<file path="src/rtl/csr_wr_pipe_pkg.sv">
// csr_wr_pipe_pkg
//   Shared types and constants for the CSR write pipeline.
//   csr_pend_t    : one in-flight CSR write slot {valid, wr, ill, addr, data}
//   CSR_PEND_DEPTH: default number of pending slots between EXE and commit
//   pend_is_live(): slot holds a legal CSR write (commits and forwards)
package csr_wr_pipe_pkg;

  localparam int CSR_RSZ        = 32;
  localparam int CSR_AW         = 12;
  localparam int CSR_PEND_DEPTH = 2;

  typedef struct packed {
    logic              valid;
    logic              wr;
    logic              ill;
    logic [CSR_AW-1:0] addr;
    logic [CSR_RSZ-1:0] data;
  } csr_pend_t;

  localparam csr_pend_t CSR_PEND_EMPTY = '0;

  // A slot only commits or forwards when it is a valid, legal write.
  function automatic logic pend_is_live(input csr_pend_t s);
    return s.valid && s.wr && !s.ill;
  endfunction

endpackage

</file>
<file path="src/rtl/csr_wr_pipe_if.sv">
// csr_wr_pipe_if
//   Bundles the EXE-side request, forwarding query, WB commit and status
//   signals of csr_wr_pipe.
//   master : the surrounding core (drives EXE request, flush, query, wb_ack)
//   slave  : csr_wr_pipe (drives ready, forwarding result, commit, status)
interface csr_wr_pipe_if
  import csr_wr_pipe_pkg::*;
#(
  parameter int RSZ = CSR_RSZ
) ();

  logic              exe_valid;
  logic              exe_ready;
  logic              exe_csr_wr;
  logic [CSR_AW-1:0] exe_csr_addr;
  logic [RSZ-1:0]    exe_csr_wr_data;
  logic              exe_ill;
  logic              flush;
  logic [CSR_AW-1:0] q_csr_addr;
  logic              q_hit;
  logic [RSZ-1:0]    q_data;
  logic              wb_csr_wr;
  logic [CSR_AW-1:0] wb_csr_addr;
  logic [RSZ-1:0]    wb_csr_wr_data;
  logic              wb_ack;
  logic              wb_ill;
  logic [CSR_AW-1:0] wb_ill_addr;
  logic [2:0]        pend_cnt;
  logic [31:0]       commit_cnt;

  modport master (
    output exe_valid, exe_csr_wr, exe_csr_addr, exe_csr_wr_data, exe_ill,
    output flush, q_csr_addr, wb_ack,
    input  exe_ready, q_hit, q_data, wb_csr_wr, wb_csr_addr, wb_csr_wr_data,
    input  wb_ill, wb_ill_addr, pend_cnt, commit_cnt
  );

  modport slave (
    input  exe_valid, exe_csr_wr, exe_csr_addr, exe_csr_wr_data, exe_ill,
    input  flush, q_csr_addr, wb_ack,
    output exe_ready, q_hit, q_data, wb_csr_wr, wb_csr_addr, wb_csr_wr_data,
    output wb_ill, wb_ill_addr, pend_cnt, commit_cnt
  );

endinterface

</file>
<file path="src/rtl/csr_wr_pipe_fwd_mux.sv">
// csr_fwd_mux
//   Combinational forwarding lookup over the pending CSR write slots.
//   slots_i  : pending slots, index 0 is the youngest (MEM), DEPTH-1 is WB
//   q_addr_i : queried CSR address
//   q_hit_o  : some legal pending write targets q_addr_i
//   q_data_o : data of the youngest such write, 0 when there is no hit
module csr_fwd_mux
  import csr_wr_pipe_pkg::*;
#(
  parameter int DEPTH = CSR_PEND_DEPTH,
  parameter int RSZ   = CSR_RSZ
) (
  input  csr_pend_t [DEPTH-1:0] slots_i,
  input  logic [CSR_AW-1:0]     q_addr_i,
  output logic                  q_hit_o,
  output logic [RSZ-1:0]        q_data_o
);

  logic [DEPTH-1:0] match;

  genvar gi;
  generate
    for (gi = 0; gi < DEPTH; gi++) begin : g_match
      assign match[gi] = pend_is_live(slots_i[gi]) && (slots_i[gi].addr == q_addr_i);
    end
  endgenerate

  // Walk from oldest to youngest so the lowest matching index is the last
  // one written and therefore wins.
  always_comb begin
    q_hit_o  = |match;
    q_data_o = '0;
    for (int i = DEPTH - 1; i >= 0; i--) begin
      if (match[i]) begin
        q_data_o = slots_i[i].data;
      end
    end
  end

endmodule

</file>
<file path="src/rtl/csr_wr_pipe.sv">
// csr_wr_pipe
//   Carries CSR writes from EXE through MEM to WB, commits them to the CSR
//   file with a request/ack handshake, forwards the youngest pending value
//   for a queried address and reports illegal accesses in program order.
//   clk_in   : clock
//   reset_in : asynchronous reset, active-low
//   bus      : csr_wr_pipe_if.slave (EXE request, flush, forwarding query,
//              WB commit, illegal-access report, pend_cnt, commit_cnt)
//   RSZ must equal CSR_RSZ, the data width of the slot type in the package.
module csr_wr_pipe
  import csr_wr_pipe_pkg::*;
#(
  parameter int RSZ   = CSR_RSZ,
  parameter int DEPTH = CSR_PEND_DEPTH   // 2..4
) (
  input  logic         clk_in,
  input  logic         reset_in,
  csr_wr_pipe_if.slave bus
);

  csr_pend_t [DEPTH-1:0] slot_q, slot_d;
  csr_pend_t             wb_slot;
  csr_pend_t             exe_entry;
  logic                  wb_live;
  logic                  adv;
  logic                  commit_fire;
  logic [31:0]           commit_cnt_q, commit_cnt_d;
  logic [2:0]            pend_cnt_q, pend_cnt_d;

  assign wb_slot = slot_q[DEPTH-1];
  assign wb_live = pend_is_live(wb_slot);

  // Only an un-acked legal write in WB can hold the pipe; illegal or
  // non-writing entries retire on their first WB cycle.
  assign adv         = !(wb_live && !bus.wb_ack);
  assign commit_fire = wb_live && bus.wb_ack;

  always_comb begin
    exe_entry = CSR_PEND_EMPTY;
    if (bus.exe_valid) begin
      exe_entry.valid = 1'b1;
      exe_entry.wr    = bus.exe_csr_wr;
      exe_entry.ill   = bus.exe_ill;
      exe_entry.addr  = bus.exe_csr_addr;
      exe_entry.data  = bus.exe_csr_wr_data;
    end
  end

  // Flush empties every slot, including WB: an acked WB write still counts
  // through commit_fire, an un-acked one is dropped. EXE is not loaded.
  always_comb begin
    slot_d = slot_q;
    if (bus.flush) begin
      slot_d = '0;
    end else if (adv) begin
      for (int i = DEPTH - 1; i > 0; i--) begin
        slot_d[i] = slot_q[i-1];
      end
      slot_d[0] = exe_entry;
    end
  end

  always_comb begin
    pend_cnt_d = '0;
    for (int i = 0; i < DEPTH; i++) begin
      pend_cnt_d = pend_cnt_d + 3'(pend_is_live(slot_d[i]));
    end
  end

  assign commit_cnt_d = commit_cnt_q + 32'(commit_fire);

  always_ff @(posedge clk_in or negedge reset_in) begin
    if (!reset_in) begin
      slot_q       <= '0;
      pend_cnt_q   <= '0;
      commit_cnt_q <= '0;
    end else begin
      slot_q       <= slot_d;
      pend_cnt_q   <= pend_cnt_d;
      commit_cnt_q <= commit_cnt_d;
    end
  end

  assign bus.exe_ready      = adv;
  assign bus.wb_csr_wr      = wb_live;
  assign bus.wb_csr_addr    = wb_live ? wb_slot.addr : '0;
  assign bus.wb_csr_wr_data = wb_live ? wb_slot.data : '0;
  assign bus.wb_ill         = wb_slot.valid && wb_slot.ill;
  assign bus.wb_ill_addr    = (wb_slot.valid && wb_slot.ill) ? wb_slot.addr : '0;
  assign bus.pend_cnt       = pend_cnt_q;
  assign bus.commit_cnt     = commit_cnt_q;

  csr_fwd_mux #(
    .DEPTH (DEPTH),
    .RSZ   (RSZ)
  ) u_fwd (
    .slots_i  (slot_q),
    .q_addr_i (bus.q_csr_addr),
    .q_hit_o  (bus.q_hit),
    .q_data_o (bus.q_data)
  );

endmodule
</file>
<file path="src/flat_wrapper.sv">
// flat-port wrapper written by rule: the top's interface ports become plain ports
module csr_wr_pipe_flat import csr_wr_pipe_pkg::*;
#(
  parameter int RSZ   = CSR_RSZ,
  parameter int DEPTH = CSR_PEND_DEPTH          
)
  (clk_in, reset_in, bus_exe_valid, bus_exe_csr_wr, bus_exe_csr_addr, bus_exe_csr_wr_data, bus_exe_ill, bus_flush, bus_q_csr_addr, bus_wb_ack, bus_exe_ready, bus_q_hit, bus_q_data, bus_wb_csr_wr, bus_wb_csr_addr, bus_wb_csr_wr_data, bus_wb_ill, bus_wb_ill_addr, bus_pend_cnt, bus_commit_cnt);
  csr_wr_pipe_if #(.RSZ(RSZ)) bus_i ();
  input  logic clk_in;
  input  logic reset_in;
  input wire logic [$bits(bus_i.exe_valid)-1:0] bus_exe_valid;
  input wire logic [$bits(bus_i.exe_csr_wr)-1:0] bus_exe_csr_wr;
  input wire logic [$bits(bus_i.exe_csr_addr)-1:0] bus_exe_csr_addr;
  input wire logic [$bits(bus_i.exe_csr_wr_data)-1:0] bus_exe_csr_wr_data;
  input wire logic [$bits(bus_i.exe_ill)-1:0] bus_exe_ill;
  input wire logic [$bits(bus_i.flush)-1:0] bus_flush;
  input wire logic [$bits(bus_i.q_csr_addr)-1:0] bus_q_csr_addr;
  input wire logic [$bits(bus_i.wb_ack)-1:0] bus_wb_ack;
  output wire logic [$bits(bus_i.exe_ready)-1:0] bus_exe_ready;
  output wire logic [$bits(bus_i.q_hit)-1:0] bus_q_hit;
  output wire logic [$bits(bus_i.q_data)-1:0] bus_q_data;
  output wire logic [$bits(bus_i.wb_csr_wr)-1:0] bus_wb_csr_wr;
  output wire logic [$bits(bus_i.wb_csr_addr)-1:0] bus_wb_csr_addr;
  output wire logic [$bits(bus_i.wb_csr_wr_data)-1:0] bus_wb_csr_wr_data;
  output wire logic [$bits(bus_i.wb_ill)-1:0] bus_wb_ill;
  output wire logic [$bits(bus_i.wb_ill_addr)-1:0] bus_wb_ill_addr;
  output wire logic [$bits(bus_i.pend_cnt)-1:0] bus_pend_cnt;
  output wire logic [$bits(bus_i.commit_cnt)-1:0] bus_commit_cnt;
  assign bus_i.exe_valid = bus_exe_valid;
  assign bus_i.exe_csr_wr = bus_exe_csr_wr;
  assign bus_i.exe_csr_addr = bus_exe_csr_addr;
  assign bus_i.exe_csr_wr_data = bus_exe_csr_wr_data;
  assign bus_i.exe_ill = bus_exe_ill;
  assign bus_i.flush = bus_flush;
  assign bus_i.q_csr_addr = bus_q_csr_addr;
  assign bus_i.wb_ack = bus_wb_ack;
  assign bus_exe_ready = bus_i.exe_ready;
  assign bus_q_hit = bus_i.q_hit;
  assign bus_q_data = bus_i.q_data;
  assign bus_wb_csr_wr = bus_i.wb_csr_wr;
  assign bus_wb_csr_addr = bus_i.wb_csr_addr;
  assign bus_wb_csr_wr_data = bus_i.wb_csr_wr_data;
  assign bus_wb_ill = bus_i.wb_ill;
  assign bus_wb_ill_addr = bus_i.wb_ill_addr;
  assign bus_pend_cnt = bus_i.pend_cnt;
  assign bus_commit_cnt = bus_i.commit_cnt;
  csr_wr_pipe #(.RSZ(RSZ), .DEPTH(DEPTH)) u_core (.clk_in(clk_in), .reset_in(reset_in), .bus(bus_i));
endmodule
</file>
<file path="config.mk">
export PLATFORM = sky130hd
export DESIGN_NAME = csr_wr_pipe_flat
export DESIGN_NICKNAME = d
export VERILOG_FILES = /design/src/rtl/csr_wr_pipe_pkg.sv /design/src/rtl/csr_wr_pipe_if.sv /design/src/rtl/csr_wr_pipe_fwd_mux.sv /design/src/rtl/csr_wr_pipe.sv /design/src/flat_wrapper.sv
export SDC_FILE = /design/constraint.sdc
export NUM_CORES = 1
export LEC_CHECK = 0
export ABC_CLOCK_PERIOD_IN_PS = 4700
export CORE_MARGIN = 10
export CORE_UTILIZATION = 42
export DETAILED_ROUTE_END_ITERATION = 7
export PLACE_DENSITY = 0.78
export SLEW_MARGIN = 20
export SYNTH_ARGS = -nofsm -noshare
export SYNTH_HDL_FRONTEND = slang
export SYNTH_SLANG_ARGS = --single-unit
</file>
<file path="constraint.sdc">
create_clock -name clk_in -period 4.7 [get_ports clk_in]
set_input_delay 0.94 -clock clk_in [delete_from_list [all_inputs] [get_ports clk_in]]
set_output_delay 0.94 -clock clk_in [all_outputs]
set_load 0.1 [all_outputs]
</file>
==> impl_metrics.ini <==
[outcome]
outcome = completed

[logic_synthesis]
synth_mux_area_frac = 0.04755
async_flop_share = 1.000
syn_inst = 698
synthXorXnorAreaFrac = 0.07021
synth.distinct_cells = 38
yosys.area_share.simple = 0.2444
syn_area_per_cell_um2 = 9.651
yosysTopAreaCellShare = 0.4755
synth-main-ff-cell = dfrtp_1
ys_warn_count = 0
netlist_area_um2 = 6736
synth_top_family_by_area = simple AND/OR/NAND/NOR gates
synthAdderAreaFrac = 0.007429
synth_seq_cells = 128
synth_edf_count = 0
synth_compound_area_frac = 0.09473
ys_seq_area_frac = 0.4755
synth_area_leader_cell = dfrtp_1
synth_area_leaders = dfrtp_1 (48%), nand2_1 (5.9%), a22o_1 (5.7%), xor2_1 (4.8%), mux2i_1 (4.8%)
syn_nets = 765

[timing]
finalSetupViolCount = 0
final.period_utilization = 0.8831
tightest_slew_ns = 1.064
hold_viol_final = 0
finClkSkew_ns = 0.005258
max_slew_margin = 0.2882
max_freq_mhz = 240.9
setup_tns_ns = 0
report.final.slew_viol_count = 0
period_minus_slack_ns = 4.151
rsz0062_at_grt = false

[cts]
htree_levels = 4
numCtsBuffers = 17
cts_buffer_depth = 2
clk_latency_ns = 0.42
post-cts-setup-buffer-count = 0
ctsHoldBuffers = 0
cts_resized = 0
cts_root_buffer = clkbuf_16
cts_tree = built
clk_pin_slew_ns = 0.05
clock-sinks = 128

[cells_and_area]
area_growth_pct = 44.21
fin_area_um2 = 9714
drive_gt1_frac = 0.1433
fin_cells = 1095
layout_commonest_cell = dfrtp_1
num_antenna_cells = 0
num-nets-final = 933
post-route-util = 0.6138
layout_common_cells = dfrtp_1 (128), clkdlybuf4s50_1 (120), nand2_1 (106)

[power_and_ir_drop]
power_density_nw_per_um2 = 300.2
p_leak_nw = 4.592
ir_worst_vdd_uv = 380.3

[route]
routed_via_density = 5.300
vias = 5803
wl_met3_mm = 2.164
drcViolationCount = 0
ant_nets = 0
wl_met1_mm = 8.838
wl_per_cell_um = 18.99
drt_wl_total_mm = 20.80
highest_layer = met4
drt-initial-drc-count = 376
dr.pass1.iters = 5
met2_length_mm = 9.424

[placement]
gp_congestion = 0.8569
placement.io_buffers = 188
hpwl_mm = 14.35
dpl-instance-area_um2 = 9020
placed_cells = 1063

[critical_path]
cpMaxStageDelayCell = clkdlybuf4s50_1
crit_family = buffers and inverters
crit_buf_inv = 1
crit_chain = and3b_2 -> and2_1 -> clkdlybuf4s50_1
cp_data_arrival_time_ns = 3.21
required_ns = 3.76
cp-end-kind = primary output
ff2ff_setup_slack_ns = 1.01
cp_max_fo = 53
slowest_delay_ns = 1.16
crit_type = reg -> out
start_kind = register

[die]
die_y_um = 146.6
start_util = 0.4256
die_area_um2 = 21500
num_rows = 46
ioPinCount = 190
core_um2 = 15830
die_x_um = 146.6

[hold_path]
hold_class = reg -> reg

[global_route]
grt.overflow.total = 0
grtUsageTotal = 0.1910
grt_max_degree = 95
grt_pass1_vias = 5893
grt_antenna_before_repair = 0
grt_first_pass_wirelength_mm = 33.24

[flow_run]
max_cap_viol_count = 0
==> state kept, by name, indices dropped and copies added (netlist names) <==
register,flops
u_core.slot_q,94
u_core.bus.commit_cnt,32
u_core.bus.pend_cnt,2
==> metrics by stage <==
stage                     total power, W  hold WS [ns]  worst slack (ns)
after detailed placement        0.001381        0.4564            0.8083
final                           0.002917        0.4744            0.5493
after global routing            0.003011        0.4843            0.4466
after floorplan                 0.001265        0.4726            0.2367
after CTS                       0.002943        0.4762            0.5627
after global placement          0.001376        0.4660            0.8323
==> layout make-up <==
| type | count | area [um2] |
|---|---|---|
| fill | 1284 | 6113 |
| sequential | 128 | 3203 |
| multi-input combinational | 481 | 3168 |
| timing repair buffer | 202 | 2243 |
| clock buffer | 22 | 464.2 |
| tap | 216 | 270.3 |
| clock inverter | 10 | 230.2 |
| inverter | 36 | 135.1 |
==> path summary, 6_finish.rpt <==
kind / cells after the start / start / end
hold / removal: 1 / u_core.bus.commit_cnt[31] / u_core.bus.commit_cnt[31]
max in group asynchronous: 2 / reset_in / u_core.slot_q[18]
setup / recovery: 3 / u_core.slot_q[91] / bus_wb_csr_wr_data[5]
min in group asynchronous: 1 / reset_in / u_core.slot_q[67]
hold reg to reg: 1 / u_core.bus.commit_cnt[31] / u_core.bus.commit_cnt[31]
setup reg to reg: 7 / u_core.slot_q[91] / u_core.slot_q[42]
==> Yosys cell counts, types with 2 or more instances <==
library cell / number
and3_1: 49
nor4_1: 4
nor2_1: 10
nor3_1: 5
nor4b_2: 3
and4_1: 5
xor2_1: 37
mux2i_1: 32
ha_1: 4
buf_6: 6
nor4_2: 3
nand4_1: 45
and2_1: 48
buf_2: 12
clkbuf_1: 33
nand3_1: 7
a21oi_1: 48
xnor2_1: 17
buf_4: 2
nand2_1: 106
inv_1: 35
dfrtp_1: 128
a22o_1: 44
==> cell families after synthesis <==
logic type               count (synthesis)
other                                    1
AND/OR/NAND/NOR                        296
multiplexers                            32
AO/OA/AOI/OAI                           94
flip-flops                             128
adder cells (fa/ha/maj)                  4
XOR/XNOR                                54
buffers and inverters                   89
==> per-layer routing <==
layer | GRT usage | vias up
met5 | 0 | -
li1 | - | 2738
met3 | 0.07355 | 25
met2 | 0.2953 | 216
met4 | 0.05455 | 0
met1 | 0.2427 | 2824
==> where the power goes <==
part | internal [W] | leakage, nW | switching, W
Clock | 0.00108 | 0.331 | 0.000481
Combinational | 0.0000865 | 2.52 | 0.000115
Sequential | 0.00113 | 1.75 | 0.0000273
No activity file was read; power rests on OpenSTA's default activity.
